`config.mk`:
```
export PLATFORM = sky130hd
export DESIGN_NAME = multicycle_cu
export DESIGN_NICKNAME = d
export VERILOG_FILES = /design/src/rtl/multicycle_cu.sv
export SDC_FILE = /design/constraint.sdc
export NUM_CORES = 1
export LEC_CHECK = 0
export ABC_AREA = 1
export ABC_CLOCK_PERIOD_IN_PS = 1400
export BUFFER_PORTS_ARGS = -buffer_cell sky130_fd_sc_hd__buf_2
export CORE_MARGIN = 10
export CORE_UTILIZATION = 34
export CTS_CLUSTER_SIZE = 25
export DETAILED_ROUTE_END_ITERATION = 16
export PLACE_DENSITY = 0.84
export REMOVE_ABC_BUFFERS = 1
export SLEW_MARGIN = 25
export SYNTH_ARGS = -nofsm -noshare
export SYNTH_HDL_FRONTEND = slang
export SYNTH_SLANG_ARGS = --single-unit
```
`constraint.sdc`:
```
create_clock -name clk -period 1.4 [get_ports clk]
set_input_delay 0.21 -clock clk [delete_from_list [all_inputs] [get_ports clk]]
set_output_delay 0.21 -clock clk [all_outputs]
set_load 0.01 [all_outputs]
```
`src/rtl/multicycle_cu.sv`:
```
// ---------------------------------------------------------------------------
// multicycle_cu -- control unit for a multi-cycle RV32I-style datapath.
//
// Steps each instruction through FETCH -> DECODE -> EXEC -> [MEM] -> [WB].
// The datapath strobes are decoded from the state register and the
// instruction word. A few strobes also follow the handshake inputs in the
// states that sample them: ir_we, and pc_we on store completion, follow
// mem_ready, and pc_sel on a branch follows br_taken.
//
// Parameters
//   ALU_OP_W     width of alu_op (5..8); bits above the decoded field are 0
//   MEM_TIMEOUT  cycles to wait for mem_ready before trapping (0 = never)
//
// Configuration macro
//   CU_TRAP_EN   when defined, adds the TRAP state. Unknown opcodes and
//                memory timeouts then trap. When undefined, unknown opcodes
//                execute as a NOP, trap is tied low, and memory waits have
//                no limit.
//
// Ports
//   clk, rst_n      clock, asynchronous active-low reset
//   instr           instruction register contents (stable from DECODE on)
//   mem_ready       memory completes the current request this cycle
//   br_taken        branch-compare result, valid in EXEC
//   state           FETCH=0 DECODE=1 EXEC=2 MEM=3 WB=4 TRAP=5
//   mem_req/mem_we  memory request / write enable
//   addr_sel        memory address source (0=PC, 1=ALU)
//   ir_we, pc_we    instruction register / PC write strobes
//   rf_read, rf_we  register-file read / write strobes
//   a_sel, b_sel    ALU A source (1=PC), ALU B source (1=imm)
//   imm_sel         immediate decode enable
//   pc_sel          next PC: 0=PC+4, 1=ALU target, 2=trap vector
//   wb_sel          write-back source: 0=ALU, 1=memory, 2=PC+4
//   alu_op          ALU operation code
//   trap            high while in TRAP
// ---------------------------------------------------------------------------
module multicycle_cu #(
    parameter int ALU_OP_W    = 5,
    parameter int MEM_TIMEOUT = 16
) (
    input  logic                clk,
    input  logic                rst_n,
    input  logic [31:0]         instr,
    input  logic                mem_ready,
    input  logic                br_taken,
    output logic [2:0]          state,
    output logic                mem_req,
    output logic                mem_we,
    output logic                addr_sel,
    output logic                ir_we,
    output logic                pc_we,
    output logic                rf_read,
    output logic                rf_we,
    output logic                a_sel,
    output logic                b_sel,
    output logic                imm_sel,
    output logic [1:0]          pc_sel,
    output logic [1:0]          wb_sel,
    output logic [ALU_OP_W-1:0] alu_op,
    output logic                trap
);

    localparam logic [2:0] S_FETCH  = 3'd0;
    localparam logic [2:0] S_DECODE = 3'd1;
    localparam logic [2:0] S_EXEC   = 3'd2;
    localparam logic [2:0] S_MEM    = 3'd3;
    localparam logic [2:0] S_WB     = 3'd4;
`ifdef CU_TRAP_EN
    localparam logic [2:0] S_TRAP   = 3'd5;
`endif

    localparam logic [6:0] OP_R      = 7'b0110011;
    localparam logic [6:0] OP_I      = 7'b0010011;
    localparam logic [6:0] OP_LOAD   = 7'b0000011;
    localparam logic [6:0] OP_STORE  = 7'b0100011;
    localparam logic [6:0] OP_BRANCH = 7'b1100011;
    localparam logic [6:0] OP_JAL    = 7'b1101111;
    localparam logic [6:0] OP_JALR   = 7'b1100111;
    localparam logic [6:0] OP_LUI    = 7'b0110111;
    localparam logic [6:0] OP_AUIPC  = 7'b0010111;

    // Wait counter sized to hold MEM_TIMEOUT itself (it saturates there).
    localparam int              CNT_W   = (MEM_TIMEOUT > 0) ? $clog2(MEM_TIMEOUT + 1) : 1;
    localparam logic [CNT_W-1:0] CNT_MAX = CNT_W'(MEM_TIMEOUT);

    logic [2:0]       state_next;
    logic [CNT_W-1:0] wait_cnt;
    logic             run;

    logic [6:0] opcode;
    logic [2:0] f3;
    logic       b30;
    logic       is_r, is_i, is_load, is_store, is_branch;
    logic       is_jal, is_jalr, is_lui, is_auipc, is_link, op_to_wb;

    assign opcode    = instr[6:0];
    assign f3        = instr[14:12];
    assign b30       = instr[30];
    assign is_r      = (opcode == OP_R);
    assign is_i      = (opcode == OP_I);
    assign is_load   = (opcode == OP_LOAD);
    assign is_store  = (opcode == OP_STORE);
    assign is_branch = (opcode == OP_BRANCH);
    assign is_jal    = (opcode == OP_JAL);
    assign is_jalr   = (opcode == OP_JALR);
    assign is_lui    = (opcode == OP_LUI);
    assign is_auipc  = (opcode == OP_AUIPC);
    assign is_link   = is_jal | is_jalr;
    assign op_to_wb  = is_r | is_i | is_link | is_lui | is_auipc;

`ifdef CU_TRAP_EN
    logic op_known;
    logic timeout;

    assign op_known = op_to_wb | is_load | is_store | is_branch;
    // Trap on the edge that would bring the counter up to MEM_TIMEOUT,
    // i.e. after MEM_TIMEOUT consecutive cycles without mem_ready.
    assign timeout  = (MEM_TIMEOUT > 0) && !mem_ready && (wait_cnt == CNT_MAX - 1'b1);

    // Register-operand and immediate fields feed the datapath, not this unit.
    logic unused_bits;
    assign unused_bits = ^{instr[31], instr[29:15], instr[11:7]};
`else
    // Operand fields belong to the datapath; without traps nothing here
    // consumes the wait counter, which is kept for observability.
    logic unused_bits;
    assign unused_bits = ^{instr[31], instr[29:15], instr[11:7], wait_cnt};
`endif

    // run is low while in reset and for the first cycle after release, so
    // every strobe stays low until the first clock edge starts FETCH.
    // NOTE: sequential state is assigned with <= so every flop samples the
    // pre-edge values of its neighbours regardless of block ordering.
    always_ff @(posedge clk or negedge rst_n) begin
        if (!rst_n) begin
            run <= 1'b0;
        end else begin
            run <= 1'b1;
        end
    end

    always_ff @(posedge clk or negedge rst_n) begin
        if (!rst_n) begin
            state <= S_FETCH;
        end else begin
            state <= state_next;
        end
    end

    // Wait counter: cleared when FETCH or MEM is entered, counts cycles
    // without mem_ready while waiting in those states.
    always_ff @(posedge clk or negedge rst_n) begin
        if (!rst_n) begin
            wait_cnt <= '0;
        end else if ((state_next != state) &&
                     ((state_next == S_FETCH) || (state_next == S_MEM))) begin
            wait_cnt <= '0;
        end else if (run && ((state == S_FETCH) || (state == S_MEM)) &&
                     !mem_ready && (wait_cnt != CNT_MAX)) begin
            wait_cnt <= wait_cnt + 1'b1;
        end
    end

    // NOTE: every variable written in an always_comb gets a default first,
    // so no path through the case statement can infer a latch.
    always_comb begin
        state_next = state;
        if (run) begin
            case (state)
                S_FETCH: begin
                    if (mem_ready) begin
                        state_next = S_DECODE;
                    end
`ifdef CU_TRAP_EN
                    else if (timeout) begin
                        state_next = S_TRAP;
                    end
`endif
                end
                S_DECODE: begin
`ifdef CU_TRAP_EN
                    state_next = op_known ? S_EXEC : S_TRAP;
`else
                    state_next = S_EXEC;
`endif
                end
                S_EXEC: begin
                    if (is_load || is_store) begin
                        state_next = S_MEM;
                    end else if (op_to_wb) begin
                        state_next = S_WB;
                    end else begin
                        // Branches and (untrapped) unknown opcodes finish here.
                        state_next = S_FETCH;
                    end
                end
                S_MEM: begin
                    if (mem_ready) begin
                        state_next = is_store ? S_FETCH : S_WB;
                    end
`ifdef CU_TRAP_EN
                    else if (timeout) begin
                        state_next = S_TRAP;
                    end
`endif
                end
                S_WB:    state_next = S_FETCH;
                default: state_next = S_FETCH;  // TRAP and unused encodings
            endcase
        end
    end

    always_comb begin
        mem_req  = 1'b0;
        mem_we   = 1'b0;
        addr_sel = 1'b0;
        ir_we    = 1'b0;
        pc_we    = 1'b0;
        rf_read  = 1'b0;
        rf_we    = 1'b0;
        a_sel    = 1'b0;
        b_sel    = 1'b0;
        imm_sel  = 1'b0;
        pc_sel   = 2'd0;
        wb_sel   = 2'd0;
        alu_op   = '0;
        trap     = 1'b0;
        if (run) begin
            case (state)
                S_FETCH: begin
                    mem_req = 1'b1;
                    ir_we   = mem_ready;
                end
                S_DECODE: begin
                    rf_read = 1'b1;
                end
                S_EXEC: begin
                    if (is_r) begin
                        alu_op[3:0] = {b30, f3};
                    end else if (is_i) begin
                        b_sel       = 1'b1;
                        imm_sel     = 1'b1;
                        // instr[30] only selects SRAI vs SRLI among immediates.
                        alu_op[3]   = b30 && (f3 == 3'b101);
                        alu_op[2:0] = f3;
                    end else if (is_load || is_store || is_lui) begin
                        b_sel = 1'b1;
                    end else if (is_auipc) begin
                        a_sel = 1'b1;
                        b_sel = 1'b1;
                    end else if (is_branch) begin
                        alu_op[ALU_OP_W-1] = 1'b1;
                        alu_op[2:0]        = f3;
                        pc_we              = 1'b1;
                        pc_sel             = br_taken ? 2'd1 : 2'd0;
                    end else if (is_jal) begin
                        a_sel = 1'b1;
                    end else if (!is_jalr) begin
                        pc_we = 1'b1;  // unknown opcode: advance PC as a NOP
                    end
                end
                S_MEM: begin
                    mem_req  = 1'b1;
                    addr_sel = 1'b1;
                    mem_we   = is_store;
                    pc_we    = is_store && mem_ready;
                end
                S_WB: begin
                    rf_we  = 1'b1;
                    pc_we  = 1'b1;
                    wb_sel = is_load ? 2'd1 : (is_link ? 2'd2 : 2'd0);
                    pc_sel = is_link ? 2'd1 : 2'd0;
                end
`ifdef CU_TRAP_EN
                S_TRAP: begin
                    trap   = 1'b1;
                    pc_sel = 2'd2;
                    pc_we  = 1'b1;
                end
`endif
                default: begin
                end
            endcase
        end
    end

endmodule
```
# Word-level counts from Yosys, hierarchy flattened
# Cells that the tools add are included.
[classes]
bitwise = 5
div_mod_pow = 0
n_lt_le_gt_ge = 0
n_shift = 0
reduce_logical = 7
multipliers = 0
eq_ne = 16
n_addsub = 0
mux = 71
[op_table]
columns = ["operator", "count"]
rows = [
  ["$mux W1", 52],
  ["$mux W3", 9],
  ["$eq A7 B6 Y1 const B", 3],
  ["$eq A7 B7 Y1 const B", 3],
  ["$eq A7 B5 Y1 const B", 2],
  ["$pmux W3 S4", 1],
  ["$mux W5", 2],
  ["$mux W2", 4],
  ["$eq A7 B2 Y1 const B", 1],
  ["$eq A3 B2 Y1 const B", 2],
  ["$eq A3 B3 Y1 const B", 2],
  ["$or A1 B1 Y1", 5],
  ["$mux W4", 1],
  ["$ne A2 B2 Y1 const B", 2],
  ["$eq A3 B1 Y1 const B", 1],
  ["$logic_not A3 Y1", 1],
  ["$pmux W1 S3", 1],
  ["$reduce_and A3 Y1", 1],
  ["$logic_and A1 B1 Y1", 2],
  ["$logic_or A1 B1 Y1", 2],
  ["$pmux W1 S2", 1],
  ["$reduce_or A2 Y1", 1],
]
[totals]
regBits = 4
latchBits = 0
ramBits = 0
romBits = 0
inputBits = 36
memories = 0
word_cells = 101

# Logic depth before layout (Yosys ltp)
# Gate-level depths: netlist of the first run.
[logic_depth]
ltp_word = 10
ltp_mapped = 9

# Worst setup path before layout of the first run
# No wires, ideal clock.
[synth_path]
path_kind = "reg-to-output"
startpoint = "register state[2]"
endpoint = "output port pc_we"
t_arrival_ns = 1.232
stages_incl_launch_ff = 8
n_path_buf = 0
setup_slack_ns = -0.042
required_ns = 1.190
cell_sequence = "dfrtp_1 -> inv_1 -> nand3_1 -> nor2_1 -> nand4_1 -> nand2_1 -> inv_1 -> o21ai_1"
[synth_between]
elab_chain_cells = 3
word_cells_on_any_way = 5
[synth_rtl]
columns = ["item", "line", "rtl"]
rows = [
  ["from (decl)", "46", "output logic [2:0] state,"],
  ["from (signal assigned)", "146", "state <= state_next;"],
  ["$eq A3 B3 Y1 / $eq A3 B2 Y1 (equally long branches)", "229", "case (state)"],
  ["$pmux W1 S3 (*)", "229", ""],
  ["$mux W1 (*)", "228", "if (run) begin"],
  ["to (decl)", "51", "output logic pc_we,"],
]
# Every way passes the cells marked *; elsewhere a longest branch is shown, timed or not.

# Worst setup path after layout of the first run
[layout_path]
startpoint = "register state[0]"
endpoint = "output port b_sel"
[layout_between]
elab_chain_cells = 3
[layout_rtl]
columns = ["item", "line", "rtl"]
rows = [
  ["$eq A3 B2 Y1", "229", ""],
  ["$mux W1", "229", ""],
  ["$mux W1", "228", ""],
  ["to (decl)", "55", "output logic b_sel,"],
]
# Every way passes these cells.

==> impl_metrics.ini, run 1 <==
[outcome]
outcome = complete, but fails checks
violations = negative setup slack

[timing]
rsz0062_at_grt = true
setup_viol = 16
drv_slew = 0
max_clock_freq_mhz = 599
min_period_ns = 1.67
setup_slack_ns = -0.270
fin_skew_ns = 0.00100
hold_viol = 0
finalSetupTns_ns = -3.39
fin_crit_sh_pct = 119

[worst_setup_path]
critical_path.top_delay_family = simple AND/OR/NAND/NOR gates
crit_chain = nor3_4 > inv_2 > nor2_8 > buf_4 > nand3_1 > inv_1 > buf_6
slowest_delay_ns = 0.41
end_kind = output port
start_kind = flop
crit_required_ns = 1.19
critical_path_class = reg -> out
worst_path_max_delay_cell = dfrtp_1
cp.buffers_inverters = 4
cp_data_arrival_time_ns = 1.46
crit_fanout = 8

[grt]
grt-ovfl-total = 0
grt_util_all_layers_pct = 9.65
grt_pass1_wl_um = 2930
antenna_found_initial = 0
grt_max_degree = 9
grt_pass1_vias = 766

[final_layout]
drive_gt1_share_pct = 49.0
seq_area_um2 = 100
final.fill_count = 158
nets = 191
layout_commonest_cell = buf_2
layout_common_cells = buf_2 (34), nand2_1 (23), inv_1 (15), buf_4 (13)
num_antenna_cells = 0
fin_util_pct = 60.9
syn_to_final_growth_pct = 66.3
multiInputGateArea_um2 = 428

[power]
p_per_area_mw_per_mm2 = 1090
ir_drop_v = 0.000869
power_mw = 1.02
leakage_nw = 0.572

[logic_synthesis]
synthDistinctLibCells = 18
ys_ff_latch = 4
synth_edf_count = 0
yosys_warnings = 0
synth_ff_type = dfrtp_1
syn_area_per_cell_um2 = 5.53
netlist_area_um2 = 564
synthCells = 102
yosysSeqAreaShare_pct = 17.7
ys_async_sr_fraction_pct = 100

[floorplan]
io_pins = 59
rows = 14
start_util_pct = 36.6
fp.dieH_um = 60.7
die_area_mm2 = 0.00369
design.core.area_mm2 = 0.00154
die_w_um = 60.7

[drt]
wl_per_cell_um = 12.1
drtIter0Drc = 17
first_pass_iters = 4
vias = 803
wl_um = 2040
via_per_inst = 4.75
drcViolationCount = 0
drtAntennaViolNets = 0

[place]
place_hpwl_um = 1680
place.port_buffers = 35
place_congestion = 0.943
place_ws_ns = -0.0561

[clock_tree]
insertion_delay_ns = 0.23
cts_made_buffers = 3
ctsLongestPathBuffers = 2
cts.sinks = 4
clkSlewWorstSetupHoldPaths_ns = 0.03
cts_tree = built
htreeDepth = 1
cts_root_buffer = clkbuf_4

[job]
maxCapViolCount = 0

[worst_hold_path]
hp-class = in -> async
where the power goes:
group          internal, mW  switching, mW
logic                 0.303          0.395
registers             0.153         0.0410
clock network        0.0951         0.0375
worst paths after layout:
check	slack [ns]	from	depth (start not counted)	to
max	-0.27	state[0]	7	b_sel
min	0.31	rst_n	2	state[2]
max reg2reg	0.09	state[2]	9	state[0]
min reg2reg	0.62	run	3	state[2]
max in group asynchronous	0.97	rst_n	2	state[0]
min in group clk	0.39	mem_ready	6	state[2]
what timing repair did:
item | CTS | global route
hold endpoints to repair | 4 | 0
pin swaps | 2 | 5
resized for setup | 2 | 14
buffers inserted | 3 | 2
hold buffers | 1 | 0
setup endpoints to repair | 16 | 21
synth_stat cells, types with 2 or more instances:
| master | count | area [um^2] |
|---|---|---|
| inv_1 | 19 | 71.3 |
| dfrtp_1 | 4 | 100 |
| nand2_1 | 24 | 90.1 |
| nor3_1 | 4 | 20.0 |
| o21ai_1 | 3 | 15.0 |
| nor2_2 | 2 | 12.5 |
| a21oi_1 | 2 | 10.0 |
| buf_4 | 2 | 15.0 |
| nand4_1 | 3 | 18.8 |
| conb_1 | 2 | 7.51 |
| nor2_1 | 12 | 45.0 |
| nor3_2 | 3 | 30.0 |
| nand3_1 | 16 | 80.1 |
| inv_2 | 2 | 7.51 |
per-stage QoR:
| step | cell area (um^2) | std cells | hold slack, ns |
|---|---|---|---|
| floorplan | 553 | 101 | -0.0856 |
| global placement | 808 | 160 | 0.0136 |
| detailed placement | 808 | 160 | 0.0180 |
| CTS | 876 | 167 | 0.306 |
| global route | 938 | 169 | 0.320 |
| finish | 938 | 169 | 0.313 |
sequential cells by signal, summed over array words and instances (netlist names):
name and cells:
run 1, state 3
metal layers:
layer,global-route usage [%],vias up,share of wire [%]
met4,3.45,0,0
met5,0,-,0
met1,9.78,351,37
li1,-,421,-
met3,4.59,0,16
met2,16.9,31,47
area by class of cell:
cell class / instances / area share [%]
Timing Repair Buffer: 49 / 30.8
Sequential cell: 4 / 10.7
Tap cell: 16 / 2.13
Clock buffer: 3 / 2.40
Multi-Input combinational cell: 76 / 45.6
Inverter: 21 / 8.40
cells by family (layout without fill, tap and decap cells):
family | Yosys count | count (layout) | share of synthesized area [%]
buffers and inverters | 23 | 73 | 16.6
other | 2 | 3 | 1.33
AND/OR/NAND/NOR | 66 | 66 | 57.2
AO/OA/AOI/OAI | 7 | 7 | 7.10
flip-flops | 4 | 4 | 17.7
Power figures use the tool's default switching activity.
==> run 2, diff against run 1 <==
- REMOVE_ABC_BUFFERS: 1 -> not set
==> run 2 against run 1 <==
Compared with the run above:
- the run still ends with negative setup slack left
- die area unchanged
- sequential power grew 8%
- cell area is 0.67% higher
- worst setup slack improved by 0.0070 ns
- via count is 1.0% higher
- core utilization increased by 0.41 points
- non-clock buffer count down 1
- fmax increased by 0.42%
- combinational power up 3%
- wire length grew 1.8%
- power increased by 3.5%
- critical path depth is 1 lower
- critical endpoint is now pc_we
- largest power group unchanged
==> impl_metrics.ini, run 2 (synthesis gave the netlist of run 1 again) <==
[drt]
wl_per_cell_um = 12.4
wl_um = 2080
drtAntennaViolNets = 0
first_pass_iters = 4
via_per_inst = 4.83
drtIter0Drc = 38
vias = 811
drcViolationCount = 0

[place]
place_hpwl_um = 1690
place_congestion = 0.913
place.port_buffers = 35
place_ws_ns = -0.0674

[final_layout]
largest_register_ffs = 3
nets = 190
layout_common_cells = buf_2 (34), nand2_1 (23), inv_1 (14), nand3_1 (12), buf_4 (10)
regMostFlops = state
drive_gt1_share_pct = 51.3
syn_to_final_growth_pct = 67.4
top_regs = state (3), run (1)
layout_commonest_cell = buf_2
num_antenna_cells = 0

[timing]
min_period_ns = 1.66
rsz0062_at_grt = true
finalSetupTns_ns = -2.91
max_clock_freq_mhz = 601
fin_skew_ns = 0.000299
drv_slew = 0
hold_viol = 0
setup_viol = 16
setup_slack_ns = -0.263
fin_crit_sh_pct = 119

[power]
p_int_uw = 567
combPwrFrac_pct = 67.6
p_sw_share_pct = 46.6
pwr-share-seq_pct = 19.8
power_mw = 1.06
leakage_nw = 0.562
ir_drop_v = 0.000898
p_per_area_mw_per_mm2 = 1120
p_sw_uw = 494
p_clk_share_pct = 12.6

[floorplan]
start_util_pct = 36.6
rows = 14
io_pins = 59
die_area_mm2 = 0.00369
die_w_um = 60.7
design.core.area_mm2 = 0.00154
fp.dieH_um = 60.7

[clock_tree]
insertion_delay_ns = 0.23
cts_root_buffer = clkbuf_4
clkSlewWorstSetupHoldPaths_ns = 0.03
htreeDepth = 1
cts_tree = built
cts.sinks = 4
ctsLongestPathBuffers = 2
cts_made_buffers = 3

[outcome]
violations = negative setup slack
outcome = complete, but fails checks

[worst_setup_path]
crit_required_ns = 1.19
crit_fanout = 8
start_kind = flop
end_kind = output port
critical_path_class = reg -> out
cp_data_arrival_time_ns = 1.45
reg2reg_depth = 9

[grt]
grt_pass1_wl_um = 3130
grt_pass1_vias = 796
grt_util_all_layers_pct = 10.6
grt_max_degree = 9
grt-ovfl-total = 0
antenna_found_initial = 0

[worst_hold_path]
hp-class = in -> async

[job]
maxCapViolCount = 0
-- run 2: critical path, cell delays in order, from the launching register on --
cell	delay [ns]
dfrtp_2	0.43
nor3_4	0.20
inv_2	0.08
nor2_8	0.13
nand3_1	0.09
o21ai_1	0.14
buf_2	0.15
-- run 2: per-layer routing --
layer / up-vias / GRT usage, % / wire length, um / part of all wire (%)
met5: - / 0 / 0 / 0
met4: 0 / 5.33 / 10 / 0.48
met3: 2 / 6.26 / 353 / 17
met2: 37 / 17.5 / 956 / 46
met1: 354 / 10.2 / 761 / 37
li1: 418 / - / - / -
-- run 2: final cells by class --
| class | count | area, um^2 |
|---|---|---|
| Clock buffer | 3 | 22.5 |
| Multi-Input combinational cell | 76 | 432 |
| Inverter | 21 | 78.8 |
| Sequential cell | 4 | 103 |
| Fill cell | 146 | 597 |
| Tap cell | 16 | 20.0 |
| Timing Repair Buffer | 48 | 289 |
-- run 2: power by group through the flow --
stage	Combinational (mW)	Clock, mW	Sequential [mW]
after detailed placement	0.566	0	0.193
final	0.717	0.134	0.210
after CTS	0.608	0.144	0.196
after global placement	0.547	0	0.189
after floorplan	0.298	0	0.213
after global routing	0.791	0.145	0.217
-- run 2: metrics by stage --
step | hold slack, ns | instance area [um^2] | util, % | cells
after global placement | 0.0136 | 818 | 53.1 | 161
after CTS | 0.305 | 877 | 56.9 | 167
final | 0.314 | 945 | 61.3 | 168
after detailed placement | 0.0195 | 818 | 53.1 | 161
after floorplan | -0.0856 | 571 | - | 103
after global routing | 0.334 | 945 | 61.3 | 168
-- run 2: repair_timing --
item | in CTS | in global routing
endpoints found under the hold margin | 4 | 0
endpoints found under the setup margin | 17 | 21
hold buffers | 1 | 0
pin swaps | 6 | 6
buffers inserted | 2 | 2
gates resized for setup | 2 | 20
-- run 2: worst paths after layout --
kind                           start       end  slack [ns]
hold reg to reg                  run  state[2]        0.63
min in group clk           mem_ready  state[2]        0.40
max in group asynchronous      rst_n  state[0]        0.95
setup / recovery            state[2]     pc_we       -0.26
hold / removal                 rst_n       run        0.31
setup reg to reg            state[0]  state[0]        0.09
==> run 3, diff against run 2 <==
- BUFFER_PORTS_ARGS: -buffer_cell sky130_fd_sc_hd__buf_2 -> not set
- CORE_AREA: not set -> 10 10 47 49
- CORE_MARGIN: 10 -> not set
- CORE_UTILIZATION: 34 -> not set
- DIE_AREA: not set -> 0 0 57 59
- DONT_BUFFER_PORTS: not set -> 1
- PLACE_DENSITY: 0.84 -> 0.63
==> run 3 against run 2 <==
Compared with the run above:
- combinational power shrank 9.9%
- largest power group unchanged
- highest routed layer unchanged
- clock skew rose by 0.00093 ns
- critical path depth is the same
- cell area down 13%
- power shrank 7.1%
- hold slack got worse by 0.067 ns
- via count decreased by 13%
- the flow still finishes with violations (negative setup slack)
- global-route usage up 0.11 points
==> impl_metrics.ini, run 3 (synthesis gave the netlist of run 1 again) <==
[outcome]
outcome = complete, but fails checks
violations = negative setup slack

[place]
place_hpwl_um = 1480
placed_cells = 129
place.port_buffers = 0
place_congestion = 0.799

[power]
power_uw = 986
p_sw_share_pct = 47.0
p_per_area_mw_per_mm2 = 1200
p_int_uw = 522
pwr-share-seq_pct = 20.4
leakage_nw = 0.447
p_clk_share_pct = 14.1
p_sw_uw = 463
ir_drop_v = 0.000768
combPwrFrac_pct = 65.5

[timing]
fin_crit_sh_pct = 117
drv_slew = 0
holdWs_ns = 0.247
setup_slack_ns = -0.241
min_period_ns = 1.64
fin_skew_ns = 0.00123
rsz0062_at_grt = true
hold_viol = 0
setup_viol = 17
max_clock_freq_mhz = 609

[worst_setup_path]
end_kind = output port
crit_fanout = 8
cp_data_arrival_time_ns = 1.43
critical_path_class = reg -> out
crit_required_ns = 1.19
start_kind = flop
worst_path_max_delay_cell = dfrtp_2
crit_chain = nor3_4 > inv_2 > nor2_8 > nand2_1 > o22ai_1 > buf_4
slowest_delay_ns = 0.42
r2r_setup_slack_ns = 0.02

[final_layout]
final.fill_count = 150
drive_gt1_share_pct = 36.9
layout_common_cells = nand2_1 (22), inv_1 (16), buf_4 (16), nand3_1 (14), nor2_1 (8)
syn_to_final_growth_pct = 45.2
top_regs = state (3), run (1)
largest_register_ffs = 3
nets = 160
finalNonFillerCells = 138
layout_commonest_cell = nand2_1
regMostFlops = state
num_antenna_cells = 0

[clock_tree]
cts_root_buffer = clkbuf_4
cts_tree = built
htreeDepth = 1
cts_made_buffers = 3
cts.sinks = 4
ctsLongestPathBuffers = 2
clkSlewWorstSetupHoldPaths_ns = 0.04
insertion_delay_ns = 0.23

[floorplan]
rows = 14
start_util_pct = 40.3
die_w_um = 57
fp.dieH_um = 59
die_area_mm2 = 0.00336
design.core.area_mm2 = 0.00140
io_pins = 59

[grt]
grt_max_degree = 9
antenna_found_initial = 0
grt_util_all_layers_pct = 10.7
grt_pass1_vias = 734
grt_pass1_wl_um = 3080
grt-ovfl-total = 0

[drt]
first_pass_iters = 4
drtIter0Drc = 14
dr_wl_met3_um = 176
vias = 709
dr_wl_met2_um = 1020
drcViolationCount = 0
met1_length_um = 674
via_per_inst = 5.14
routed.top_layer = met4
wl_per_cell_um = 13.8
wl_um = 1900
drtAntennaViolNets = 0

[job]
maxCapViolCount = 0

[worst_hold_path]
hp-class = in -> async
-- run 3: changes by cell type in the layout (fill, tap and decap cells not counted), moves of 2 or more --
cell,delta
nor3_4,+2
inv_2,-2
nand3_2,-2
nor3_2,-3
inv_1,+2
buf_4,+6
nand3_1,+2
buf_2,-34
buf_6,-2
-- run 3: final timing paths --
path / from / to / depth (start not counted)
min: rst_n / state[1] / 1
max in group asynchronous: rst_n / state[0] / 1
max reg2reg: state[0] / state[0] / 10
min in group clk: mem_ready / state[2] / 5
min reg2reg: run / state[2] / 3
max: state[0] / pc_sel[0] / 6
-- run 3: per-layer routing --
layer / global-route usage (%) / vias up
li1: - / 363
met1: 10.8 / 315
met2: 19.8 / 29
met3: 4.08 / 2
met4: 3.02 / 0
met5: 0 / -
-- run 3: stage by stage --
stage / setup WS (ns) / utilization [%] / cell area, um^2 / setup TNS [ns]
6_report: -0.241 / 58.5 / 820 / -2.72
3_3_place_gp: -0.0367 / 47.5 / 666 / -0.0796
4_1_cts: -0.250 / 53.8 / 754 / -2.81
5_1_grt: -0.310 / 58.5 / 820 / -4.44
3_5_place_dp: -0.0474 / 47.5 / 666 / -0.128
2_1_floorplan: -0.00667 / - / 571 / -0.00699
-- run 3: worst max-delay path: cells and delay by family (launching register included) --
family | cells | cell delay, ns
AO/OA/AOI/OAI | 1 | 0.11
buffers and inverters | 2 | 0.24
flip-flops | 1 | 0.42
AND/OR/NAND/NOR | 3 | 0.44
-- run 3: area by class of cell --
cell class                 count  area [um^2]  share of cell area (%)
clock buffer                   3         22.5                    2.75
sequential                     4          101                    12.4
timing repair buffer          18          141                    17.3
inverter                      21         78.8                    9.62
multi-input combinational     76          455                    55.6
tap                           16         20.0                    2.44
-- run 3: power groups by stage --
stage / logic [mW] / registers, mW / clock network, mW
after floorplan: 0.298 / 0.213 / 0
after global placement: 0.489 / 0.186 / 0
after detailed placement: 0.500 / 0.188 / 0
after CTS: 0.570 / 0.200 / 0.147
after global routing: 0.722 / 0.208 / 0.152
final: 0.646 / 0.201 / 0.139
-- run 3: timing repair --
item,4_1_cts,5_1_grt
setup buffers,2,3
resized for setup,12,10
pin swaps,2,3
hold buffers,1,0
hold endpoints to repair,4,0
endpoints found under the setup margin,15,21
